===== config.mk =====
export PLATFORM = sky130hd
export DESIGN_NAME = uart_frame_rx
export DESIGN_NICKNAME = d
export VERILOG_FILES = /design/src/rtl/uart_frame_rx_pkg.sv /design/src/rtl/uart_frame_rx_byte_rx.sv /design/src/rtl/uart_frame_rx.sv
export SDC_FILE = /design/constraint.sdc
export NUM_CORES = 1
export LEC_CHECK = 0
export BUFFER_PORTS_ARGS = -buffer_cell sky130_fd_sc_hd__buf_2
export CELL_PAD_IN_SITES_DETAIL_PLACEMENT = 2
export CELL_PAD_IN_SITES_GLOBAL_PLACEMENT = 2
export CORE_MARGIN = 3
export CORE_UTILIZATION = 45
export CTS_CLUSTER_DIAMETER = 150
export DETAILED_ROUTE_END_ITERATION = 12
export PLACE_DENSITY = 0.95
export SLEW_MARGIN = 20
export SYNTH_ARGS = -nofsm -noshare
export SYNTH_HDL_FRONTEND = slang
export SYNTH_SLANG_ARGS = --single-unit

===== constraint.sdc =====
create_clock -name Clk -period 22 [get_ports Clk]
set_input_delay 1.1 -clock Clk [delete_from_list [all_inputs] [get_ports Clk]]
set_output_delay 1.1 -clock Clk [all_outputs]
set_load 0.01 [all_outputs]

===== src/rtl/uart_frame_rx_pkg.sv =====
// Shared constants and FSM encodings for the range-finder UART frame receiver.
package uart_frame_rx_pkg;

  localparam int FRAME_BYTES = 13;
  localparam int FRAME_W     = FRAME_BYTES * 8;

  localparam logic [7:0] DEF_FRAME_HDR  = 8'h44;
  localparam logic [7:0] DEF_FRAME_TAIL = 8'h0A;

  typedef enum logic [1:0] {
    BIT_IDLE,
    BIT_START,
    BIT_DATA,
    BIT_STOP
  } bit_state_e;

  typedef enum logic [1:0] {
    FR_HUNT,
    FR_COLLECT,
    FR_CHECK,
    FR_HOLD
  } frame_state_e;

endpackage


===== src/rtl/uart_frame_rx_byte_rx.sv =====
// 8N1 byte receiver: 2-flop Rx synchroniser, mid-bit sampling, byte and stop-error strobes.
// Latency: strobe one Clk after the stop-bit sample. No backpressure: strobes are fire-and-forget.
module uart_byte_rx
  import uart_frame_rx_pkg::*;
#(
  parameter int CLK_DIV = 434
) (
  input  logic       Clk,
  input  logic       RstN,
  input  logic       rx_i,
  output logic       byte_vld_o,
  output logic [7:0] byte_dat_o,
  output logic       stop_err_o
);

  localparam int CW = $clog2(CLK_DIV);
  localparam logic [CW-1:0] HALF_M1 = CW'(CLK_DIV / 2 - 1);
  localparam logic [CW-1:0] FULL_M1 = CW'(CLK_DIV - 1);

  bit_state_e    state_q, state_d;
  logic [CW-1:0] cnt_q, cnt_d;
  logic [2:0]    bit_q, bit_d;
  logic [7:0]    shift_q, shift_d;
  logic          vld_q, vld_d;
  logic          err_q, err_d;
  logic          rx_meta_q, rx_sync_q, rx_prev_q;

  always_ff @(posedge Clk or negedge RstN) begin
    if (!RstN) begin
      rx_meta_q <= 1'b1;
      rx_sync_q <= 1'b1;
      rx_prev_q <= 1'b1;
      state_q   <= BIT_IDLE;
      cnt_q     <= '0;
      bit_q     <= '0;
      shift_q   <= '0;
      vld_q     <= 1'b0;
      err_q     <= 1'b0;
    end else begin
      rx_meta_q <= rx_i;
      rx_sync_q <= rx_meta_q;
      rx_prev_q <= rx_sync_q;
      state_q   <= state_d;
      cnt_q     <= cnt_d;
      bit_q     <= bit_d;
      shift_q   <= shift_d;
      vld_q     <= vld_d;
      err_q     <= err_d;
    end
  end

  always_comb begin
    state_d = state_q;
    cnt_d   = cnt_q + 1'b1;
    bit_d   = bit_q;
    shift_d = shift_q;
    vld_d   = 1'b0;
    err_d   = 1'b0;
    case (state_q)
      BIT_IDLE: begin
        cnt_d = '0;
        if (rx_prev_q && !rx_sync_q) state_d = BIT_START;
      end
      BIT_START: begin
        // A start bit that is high again at mid-bit was noise, not a byte.
        if (cnt_q == HALF_M1) begin
          cnt_d   = '0;
          bit_d   = '0;
          state_d = rx_sync_q ? BIT_IDLE : BIT_DATA;
        end
      end
      BIT_DATA: begin
        if (cnt_q == FULL_M1) begin
          cnt_d   = '0;
          shift_d = {rx_sync_q, shift_q[7:1]};
          bit_d   = bit_q + 1'b1;
          if (bit_q == 3'd7) state_d = BIT_STOP;
        end
      end
      BIT_STOP: begin
        if (cnt_q == FULL_M1) begin
          cnt_d   = '0;
          state_d = BIT_IDLE;
          vld_d   = rx_sync_q;
          err_d   = !rx_sync_q;
        end
      end
      default: state_d = BIT_IDLE;
    endcase
  end

  assign byte_vld_o = vld_q;
  assign byte_dat_o = shift_q;
  assign stop_err_o = err_q;

endmodule


===== src/rtl/uart_frame_rx.sv =====
// Assembles 13-byte header/tail-delimited frames into DataOut with an EN_HOLD-cycle DataEn level.
// Latency: DataEn rises 2 Clk after the last byte strobe; no backpressure, bytes during HOLD are dropped.
// Optional RX_FRAME_TIMEOUT_EN: abort a frame left idle for 20*CLK_DIV cycles in COLLECT.
module uart_frame_rx
  import uart_frame_rx_pkg::*;
#(
  parameter int         CLK_DIV    = 434,
  parameter logic [7:0] FRAME_HDR  = DEF_FRAME_HDR,
  parameter logic [7:0] FRAME_TAIL = DEF_FRAME_TAIL,
  parameter int         EN_HOLD    = 4
) (
  input  logic               Clk,
  input  logic               RstN,
  input  logic               Rx,
  output logic               DataEn,
  output logic [FRAME_W-1:0] DataOut,
  output logic               FrameErr
);

  logic rst_meta_q, rst_n_q;

  always_ff @(posedge Clk or negedge RstN) begin
    if (!RstN) begin
      rst_meta_q <= 1'b0;
      rst_n_q    <= 1'b0;
    end else begin
      rst_meta_q <= 1'b1;
      rst_n_q    <= rst_meta_q;
    end
  end

  logic       byte_vld, stop_err;
  logic [7:0] byte_dat;

  uart_byte_rx #(
    .CLK_DIV(CLK_DIV)
  ) u_byte_rx (
    .Clk       (Clk),
    .RstN      (rst_n_q),
    .rx_i      (Rx),
    .byte_vld_o(byte_vld),
    .byte_dat_o(byte_dat),
    .stop_err_o(stop_err)
  );

  frame_state_e       state_q, state_d;
  logic [3:0]         cnt_q, cnt_d;
  logic [7:0]         hold_q, hold_d;
  logic [FRAME_W-1:0] shadow_q, shadow_d;
  logic [FRAME_W-1:0] dout_q, dout_d;
  logic               den_q, den_d;
  logic               ferr_q, ferr_d;
  logic               timeout;
  logic [FRAME_W-1:0] shadow_push;

  // Shifting in keeps byte 0 at the top once all 13 slots are filled.
  assign shadow_push = {shadow_q[FRAME_W-9:0], byte_dat};

`ifdef RX_FRAME_TIMEOUT_EN
  localparam logic [15:0] TO_LIMIT = 16'(20 * CLK_DIV - 1);
  logic [15:0] idle_q, idle_d;

  always_comb begin
    idle_d = '0;
    if (state_d == FR_COLLECT) idle_d = byte_vld ? 16'd1 : idle_q + 16'd1;
  end

  always_ff @(posedge Clk or negedge rst_n_q) begin
    if (!rst_n_q) idle_q <= '0;
    else          idle_q <= idle_d;
  end

  assign timeout = (idle_q == TO_LIMIT);
`else
  assign timeout = 1'b0;
`endif

  always_ff @(posedge Clk or negedge rst_n_q) begin
    if (!rst_n_q) begin
      state_q  <= FR_HUNT;
      cnt_q    <= '0;
      hold_q   <= '0;
      shadow_q <= '0;
      dout_q   <= '0;
      den_q    <= 1'b0;
      ferr_q   <= 1'b0;
    end else begin
      state_q  <= state_d;
      cnt_q    <= cnt_d;
      hold_q   <= hold_d;
      shadow_q <= shadow_d;
      dout_q   <= dout_d;
      den_q    <= den_d;
      ferr_q   <= ferr_d;
    end
  end

  always_comb begin
    state_d  = state_q;
    cnt_d    = cnt_q;
    hold_d   = hold_q;
    shadow_d = shadow_q;
    dout_d   = dout_q;
    den_d    = den_q;
    ferr_d   = 1'b0;
    case (state_q)
      FR_HUNT: begin
        if (byte_vld && byte_dat == FRAME_HDR) begin
          shadow_d = shadow_push;
          cnt_d    = 4'd1;
          state_d  = FR_COLLECT;
        end
      end
      FR_COLLECT: begin
        if (stop_err || timeout) begin
          ferr_d  = 1'b1;
          cnt_d   = '0;
          state_d = FR_HUNT;
        end else if (byte_vld) begin
          shadow_d = shadow_push;
          cnt_d    = cnt_q + 4'd1;
          if (cnt_q == 4'(FRAME_BYTES - 1)) state_d = FR_CHECK;
        end
      end
      FR_CHECK: begin
        cnt_d = '0;
        if (shadow_q[7:0] == FRAME_TAIL) begin
          dout_d  = shadow_q;
          den_d   = 1'b1;
          hold_d  = 8'd1;
          state_d = FR_HOLD;
        end else begin
          ferr_d  = 1'b1;
          state_d = FR_HUNT;
        end
      end
      FR_HOLD: begin
        if (hold_q == 8'(EN_HOLD)) begin
          den_d   = 1'b0;
          state_d = FR_HUNT;
        end else begin
          hold_d = hold_q + 8'd1;
        end
      end
      default: state_d = FR_HUNT;
    endcase
  end

  assign DataEn   = den_q;
  assign DataOut  = dout_q;
  assign FrameErr = ferr_q;

endmodule


==> run_results.csv, run 1 <==
group,metric,value,unit
cells_and_area,final_common_cell,"dfrtp_1",
yosys,synth_compound_gate_area_share,3.15,%
critical_path,critPathLaunchType,"flop",
cells_and_area,finalNonFillerCells,1086,
cts,path_clk_slew,70,ps
grt,grt_max_degree,85,
floorplan,num_io_pins,109,
outcome,outcome,"finished clean",
timing,worstMarginPinSlew,975,ps
timing,setup_violations,0,
critical_path,crit_fanout,49,
power_and_ir_drop,combPwrFrac,2.5,%
cts,cts-root-buf,"clkbuf_16",
floorplan,core_area,22100,um^2
yosys,synth_area_per_cell,15.3,um^2
cts,cts_made_buffers,26,
yosys,postSynthCellCount,670,
yosys,ys_seq_area_share,61.7,%
floorplan,initial_core_util,46.4,%
cells_and_area,fillers,1950,
cts,cts_sinks,253,
critical_path,cpMaxStageDelayCell,"buf_4",
yosys,synth_cell_types,60,
timing,slew_headroom,35.0,%
cells_and_area,synthToLayoutAreaGrowth,16.8,%
detailed_routing,viasPerCell,5.73,
critical_path,endpoint_kind,"flop",
yosys,muxShareOfSynthArea,24.8,%
grt,grt_util_all_layers,27.0,%
yosys,syn-num-nets,687,
detailed_routing,wl,33000,um
yosys,synthDominantCellAreaShare,61.0,%
power_and_ir_drop,leakagePower,6.45,nW
cells_and_area,nets,803,
cts,post_cts_buffers,0,
grt,grt_pass1_vias,7401,
yosys,synthXorXnorAreaFrac,0.683,%
placement,dpl.hpwl,19000,um
placement,place_ws,18750,ps
yosys,syn-cell-area,10300,um^2
critical_path,slowest_delay,690,ps
yosys,yosys_most_used_dff,"dfrtp_1",
timing,period_needed,3460,ps
timing,hold_violations,0,
power_and_ir_drop,p_sw_share,22.4,%
power_and_ir_drop,p_int,0.769,mW
placement,gp_congestion,0.750,
yosys,synth_edf_count,0,
job,maxCapViolCount,0,
cts,h-tree-depth,1,
power_and_ir_drop,clkPwrFrac,48.9,%
detailed_routing,vias,6225,
cells_and_area,layout-drive-gt1-share,40.3,%
critical_path,cp_common_cell,"buf_4",
hold_path,hp-class,"in2async",
yosys,synth_area_leaders,"dfrtp_1 (61%), mux2_2 (12%), mux2_1 (6.6%), mux2_4 (5.9%), ha_1 (1.7%)",
power_and_ir_drop,p_per_area,82.6,nW/um^2
cts,cts_tree,"done",
power_and_ir_drop,p_sw,0.222,mW
yosys,synthArstFlopShare,100,%
critical_path,r2r_end,"shadow_q[55]",
timing,setup_ws,18540,ps
timing,timing.setup.tns,0,ps
critical_path,worst_ep_arrival_time,3860,ps
power_and_ir_drop,ir_worst_vdd,0.0000615,V
yosys,synthAdderAreaFrac,1.71,%
placement,io_buffers,108,
yosys,ys_ff_latch,253,
timing,skew,14.3,ps
cells_and_area,antennaDiodeCount,0,
timing,fmax,0.289,GHz
detailed_routing,ant_nets,0,
floorplan,die-height,157,um
yosys,synth_top_family_by_area,"multiplexers",
floorplan,die_x,157,um
yosys,yosys_warnings,0,
critical_path,crit_chain,"nor4b_2, a21oi_1, nor2_4, buf_4, buf_4, mux2_1",
detailed_routing,remaining_drc_errors,0,
power_and_ir_drop,p_seq_share,48.6,%
critical_path,worstPathRequired,22400,ps
grt,antenna_found_initial,0,
cts,postCtsHoldBufs,0,
cells_and_area,final_cell_mix,"dfrtp_1 (249), mux2_2 (109), buf_2 (108)",
timing,slew_violations,0,
timing,rsz0062_at_grt,"false",
cts,cts_resized,0,
detailed_routing,wl_per_cell,30.3,um
yosys,yosys.area_share.simple,5.61,%
detailed_routing,drt_pass1_iterations,4,
yosys,yosysTopAreaCell,"dfrtp_1",
timing,min_period_over_period,15.7,%
critical_path,rrSetupSlack,18540,ps
placement,place_inst,1038,
critical_path,critPathKind,"reg2reg",
floorplan,rows,54,
critical_path,worst_r2r_startpoint,"u_byte_rx.byte_dat_o[5]",
cts,cts_buffer_depth,3,
cts,clk_latency,540,ps
critical_path,ff2ff_path_depth,6,
detailed_routing,drtIter0Drc,274,
grt,overflow,0,
floorplan,dieArea,24700,um^2
grt,grt_pass1_wl,49400,um
[state kept, by name (all words and copies together), names as in the netlist, named ones only]
register / cells
u_byte_rx.rx_sync_q: 1
shadow_q: 104
rst_n_q: 1
hold_q: 8
u_byte_rx.byte_dat_o: 8
u_byte_rx.stop_err_o: 1
u_byte_rx.state_q: 1
u_byte_rx.byte_vld_o: 1
u_byte_rx.rx_prev_q: 1
DataEn: 1
FrameErr: 1
state_q: 2
u_byte_rx.cnt_q: 9
u_byte_rx.bit_q: 3
cnt_q: 4
DataOut: 104
u_byte_rx.rx_meta_q: 1
rst_meta_q: 1
[power groups by stage]
stage | sequential (mW) | combinational (mW) | clock (mW)
final | 0.482 | 0.0243 | 0.485
after global routing | 0.483 | 0.0286 | 0.514
after CTS | 0.482 | 0.0253 | 0.493
after detailed placement | 0.490 | 0.0237 | 0
after global placement | 0.489 | 0.0213 | 0
after floorplan | 0.491 | 0.0117 | 0
[cell type report]
type | instances | area, um^2 | area share (%)
clock buffer | 36 | 769 | 6.42
clock inverter | 12 | 165 | 1.38
inverter | 17 | 63.8 | 0.532
multi-input combinational | 373 | 3710 | 30.9
sequential | 253 | 6340 | 52.9
tap | 280 | 350 | 2.92
timing repair buffer | 115 | 597 | 4.98
[metal layers]
layer | track usage, % | up-vias | wire length (um) | part of all wire, %
met3 | 4.32 | 92 | 1300 | 3.9
met2 | 50.2 | 210 | 17700 | 54
li1 | - | 2619 | - | -
met4 | 12.9 | 0 | 1840 | 5.6
met1 | 30.2 | 3304 | 12100 | 37
met5 | 0 | - | 0 | 0
[worst max-delay path by stage]
stage	to	cells past startpoint	start
floorplan	DataEn	0	rst_n_q
global placement	shadow_q[103]	6	u_byte_rx.byte_dat_o[1]
detailed placement	shadow_q[71]	6	u_byte_rx.byte_dat_o[1]
CTS	shadow_q[55]	6	u_byte_rx.byte_dat_o[5]
global route	shadow_q[55]	6	u_byte_rx.byte_dat_o[5]
finish	shadow_q[55]	6	u_byte_rx.byte_dat_o[5]
[Yosys cell counts (2+ instances only)]
library cell / instances
nor3b_1: 2
nor2b_1: 2
nand2b_1: 4
dfstp_2: 3
o22ai_1: 6
clkbuf_1: 6
dfrtp_1: 250
or3_1: 3
a22oi_1: 2
xor2_1: 6
nand3_1: 9
or4_1: 3
nor4b_2: 3
o211ai_1: 3
nor3_1: 2
o21ai_0: 12
buf_6: 4
nor2_1: 12
ha_1: 14
a31oi_1: 3
nor4bb_1: 2
inv_1: 17
a32oi_1: 2
mux2_4: 40
mux2_2: 109
and3_1: 4
a21oi_1: 11
xnor2_1: 2
nand4b_1: 2
mux2i_1: 4
buf_2: 6
buf_1: 2
and2_1: 11
nand2_1: 12
mux2_1: 60
buf_4: 9
nand4_1: 5
[cell families after synthesis]
group,Yosys count
simple gates,87
compound gates,50
other cells,1
buf+inv,44
mux,213
fa+ha+maj,14
flops,253
xor+xnor,8
[critical path, delay by kind of cell, from the launching register on]
kind | cells | cell delay, ps
multiplexers | 1 | 450
AND/OR/NAND/NOR | 2 | 900
AO/OA/AOI/OAI | 1 | 210
buffers and inverters | 2 | 1300
flip-flops | 1 | 440
[stage by stage]
step	power (mW)	utilization (%)	hold WS, ps	instance area [um^2]
final	0.991	54.3	333	12000
after CTS	1.00	54.3	320	12000
after floorplan	0.503	-	331	10300
after detailed placement	0.514	50.0	346	11100
after global routing	1.03	54.3	318	12000
after global placement	0.510	50.0	340	11100
No activity file was read; power rests on OpenSTA's default activity.
==> run 2, diff against run 1 <==
--- a/config.mk
+++ b/config.mk
@@ -5,14 +5,15 @@
 export SDC_FILE = /design/constraint.sdc
 export NUM_CORES = 1
 export LEC_CHECK = 0
+export ABC_AREA = 1
 export BUFFER_PORTS_ARGS = -buffer_cell sky130_fd_sc_hd__buf_2
 export CELL_PAD_IN_SITES_DETAIL_PLACEMENT = 2
 export CELL_PAD_IN_SITES_GLOBAL_PLACEMENT = 2
 export CORE_MARGIN = 3
-export CORE_UTILIZATION = 45
+export CORE_UTILIZATION = 33
 export CTS_CLUSTER_DIAMETER = 150
 export DETAILED_ROUTE_END_ITERATION = 12
-export PLACE_DENSITY = 0.95
+export PLACE_DENSITY = 0.87
 export SLEW_MARGIN = 20
 export SYNTH_ARGS = -nofsm -noshare
 export SYNTH_HDL_FRONTEND = slang
==> constraint.sdc (replaced) <==
create_clock -name Clk -period 3.05 [get_ports Clk]
set_input_delay 0.1525 -clock Clk [delete_from_list [all_inputs] [get_ports Clk]]
set_output_delay 0.1525 -clock Clk [all_outputs]
set_load 0.01 [all_outputs]
==> run 2 against run 1 <==
- area after synthesis up 1.4%
- clock power increased to 7.8 times the previous value
- critical path depth grew 4
- core utilization fell by 14 points
- count of clock-buffer cells in the layout up 6
- first-iteration DRC count up 30%
- highest routed layer unchanged
- via count rose by 22%
==> run_results.csv, run 2 <==
group,metric,value,unit
timing,setup_violations,0,
detailed_routing,vias,7613,
cts,cts-root-buf,"clkbuf_16",
power_and_ir_drop,leakagePower,5.94,nW
critical_path,crit_fanout,69,
placement,dpl.hpwl,18300,um
yosys,synthDominantCellAreaShare,60.1,%
timing,timing.setup.tns,0,ps
timing,min_period_over_period,81.0,%
cells_and_area,final_cell_mix,"nand2_1 (319), dfrtp_1 (249), inv_1 (141)",
power_and_ir_drop,p_sw_share,21.6,%
cells_and_area,synthToLayoutAreaGrowth,19.1,%
cells_and_area,fillers,3336,
power_and_ir_drop,combPwrFrac,2.8,%
power_and_ir_drop,p_int,5.80,mW
timing,skew,18.5,ps
cts,cts_sinks,253,
timing,rsz0062_at_grt,"false",
detailed_routing,ant_nets,0,
grt,grt_pass1_vias,8695,
grt,grt_max_degree,75,
cells_and_area,final_common_cell,"nand2_1",
critical_path,critPathLaunchType,"flop",
power_and_ir_drop,p_sw,1.60,mW
job,maxCapViolCount,0,
power_and_ir_drop,power.total,7.40,mW
placement,placed_area,11300,um^2
floorplan,die_x,184,um
detailed_routing,wl,28000,um
detailed_routing,remaining_drc_errors,0,
timing,worstMarginPinSlew,767,ps
grt,grt_util_all_layers,17.0,%
placement,io_buffers,108,
placement,gp_congestion,0.778,
yosys,synth_area_leaders,"dfrtp_1 (60%), nand2_1 (12%), o21ai_2 (5.8%), o21ai_0 (5.2%), inv_1 (5.1%)",
floorplan,num_io_pins,109,
floorplan,rows,64,
yosys,postSynthCellCount,1086,
yosys,synth_cell_types,31,
cells_and_area,layout-drive-gt1-share,20.8,%
power_and_ir_drop,p_seq_share,46.3,%
cells_and_area,nets,1212,
yosys,ys_ff_latch,253,
detailed_routing,drt_pass1_iterations,4,
critical_path,worst_ep_arrival_time,2900,ps
floorplan,initial_core_util,33.8,%
cts,cts_made_buffers,28,
yosys,ys_seq_area_share,60.9,%
cells_and_area,final_area,12400,um^2
critical_path,worstPathRequired,3470,ps
cts,cts_buffer_depth,3,
critical_path,endpoint_kind,"flop",
timing,period_needed,2470,ps
hold_path,hp-class,"in2reg",
cts,post_cts_buffers,0,
cells_and_area,antennaDiodeCount,0,
floorplan,dieArea,33700,um^2
yosys,syn-num-nets,1103,
yosys,yosys_most_used_dff,"dfrtp_1",
yosys,yosys-top-cells-count,"nand2_1 (319), dfrtp_1 (250), inv_1 (141), o21ai_0 (108), o21ai_2 (69)",
timing,slew_headroom,48.8,%
grt,antenna_found_initial,0,
timing,hold_violations,0,
timing,slew_violations,0,
yosys,synth_area_per_cell,9.58,um^2
yosys,syn-cell-area,10400,um^2
outcome,outcome,"finished clean",
floorplan,core_area,30800,um^2
detailed_routing,drtIter0Drc,355,
yosys,synth_most_common_cell,"nand2_1",
critical_path,critPathKind,"reg2reg",
detailed_routing,viasPerCell,4.72,
cells_and_area,finalCoreUtilization,40.2,%
detailed_routing,wl_per_cell,17.3,um
cts,clk_latency,550,ps
yosys,yosysTopAreaCell,"dfrtp_1",
yosys,synthArstFlopShare,100,%
cts,h-tree-depth,1,
cts,cts_tree,"done",
power_and_ir_drop,clkPwrFrac,50.9,%
floorplan,die-height,184,um
timing,fmax,0.405,GHz
yosys,yosys_warnings,0,
grt,grt_pass1_wl,47000,um
grt,overflow,0,
power_and_ir_drop,p_per_area,597,nW/um^2
cts,path_clk_slew,60,ps
yosys,synth_edf_count,0,
power_and_ir_drop,ir_worst_vdd,0.000416,V
-- run 2: cell types whose count changed after synthesis, sizes merged, moves of 7 or more --
cell,before,now
and2,11,1
buf,21,32
clkbuf,6,13
inv,17,144
mux2,209,0
nand2,12,321
nand3,10,24
nor2,12,41
o21ai,12,207
-- run 2: power by group through the flow --
stage               logic, mW  registers [mW]  clock network, mW
floorplan               0.106            3.51                  0
global placement        0.200            3.48                  0
detailed placement      0.216            3.49                  0
CTS                     0.219            3.43               3.87
global route            0.250            3.43               4.01
finish                  0.208            3.43               3.76
-- run 2: metal layers --
layer	GRT usage (%)	part of all wire, %	up-vias	wire [um]
li1	-	-	3617	-
met1	21.1	43	3831	12000
met2	30.9	51	117	14300
met3	2.31	2.8	48	773
met4	5.18	3.2	0	891
met5	0	0	-	0
-- run 2: logic make-up after synthesis --
family / Yosys count / share of synthesized area (%)
compound gates: 218 / 13.1
xor+xnor: 6 / 0.505
fa+ha+maj: 14 / 1.68
buf+inv: 190 / 8.38
flops: 253 / 60.9
other cells: 1 / 0.0360
simple gates: 404 / 15.4
-- run 2: timing repair --
| item | in CTS | in global routing |
|---|---|---|
| hold endpoints to repair | 3 | 0 |
| resized for setup | 0 | 0 |
| hold buffers | 3 | 0 |
-- run 2: critical path: stages (launching register included) --
cell and delay, ps:
dfrtp_1 420, inv_1 120, ha_1 230, inv_2 80
nor2_4 140, inv_2 60, o22ai_2 320, nand2_8 340
buf_4 410, nand2_1 150, o21ai_2 60
-- run 2: final timing paths --
kind	from	to	slack [ps]	cells past startpoint
max	state_q[1]	shadow_q[56]	580	10
min	Rx	u_byte_rx.rx_meta_q	250	2
max reg2reg	state_q[1]	shadow_q[56]	580	10
min reg2reg	u_byte_rx.rx_meta_q	u_byte_rx.rx_sync_q	350	0
max in group asynchronous	rst_n_q	u_byte_rx.rx_meta_q	1850	1
min in group asynchronous	rst_n_q	shadow_q[25]	410	0
-- run 2: final cells by class --
cell class                      instances  area (um^2)  area share (%)
Inverter                              145          544            4.39
Sequential cell                       253         6340            51.1
Tap cell                              396          495            4.00
Clock buffer                           42          853            6.89
Clock inverter                         10          193            1.55
Timing Repair Buffer                  124          743            6.00
Multi-Input combinational cell        643         3230            26.0
-- run 2: stage by stage --
stage / hold WS (ps) / std cells / worst slack [ps]
3_3_place_gp: -61.9 / 1558 / 728
6_report: 251 / 1613 / 578
3_5_place_dp: -58.9 / 1558 / 530
4_1_cts: 224 / 1613 / 548
2_1_floorplan: -143 / 1086 / 510
5_1_grt: 247 / 1613 / 338
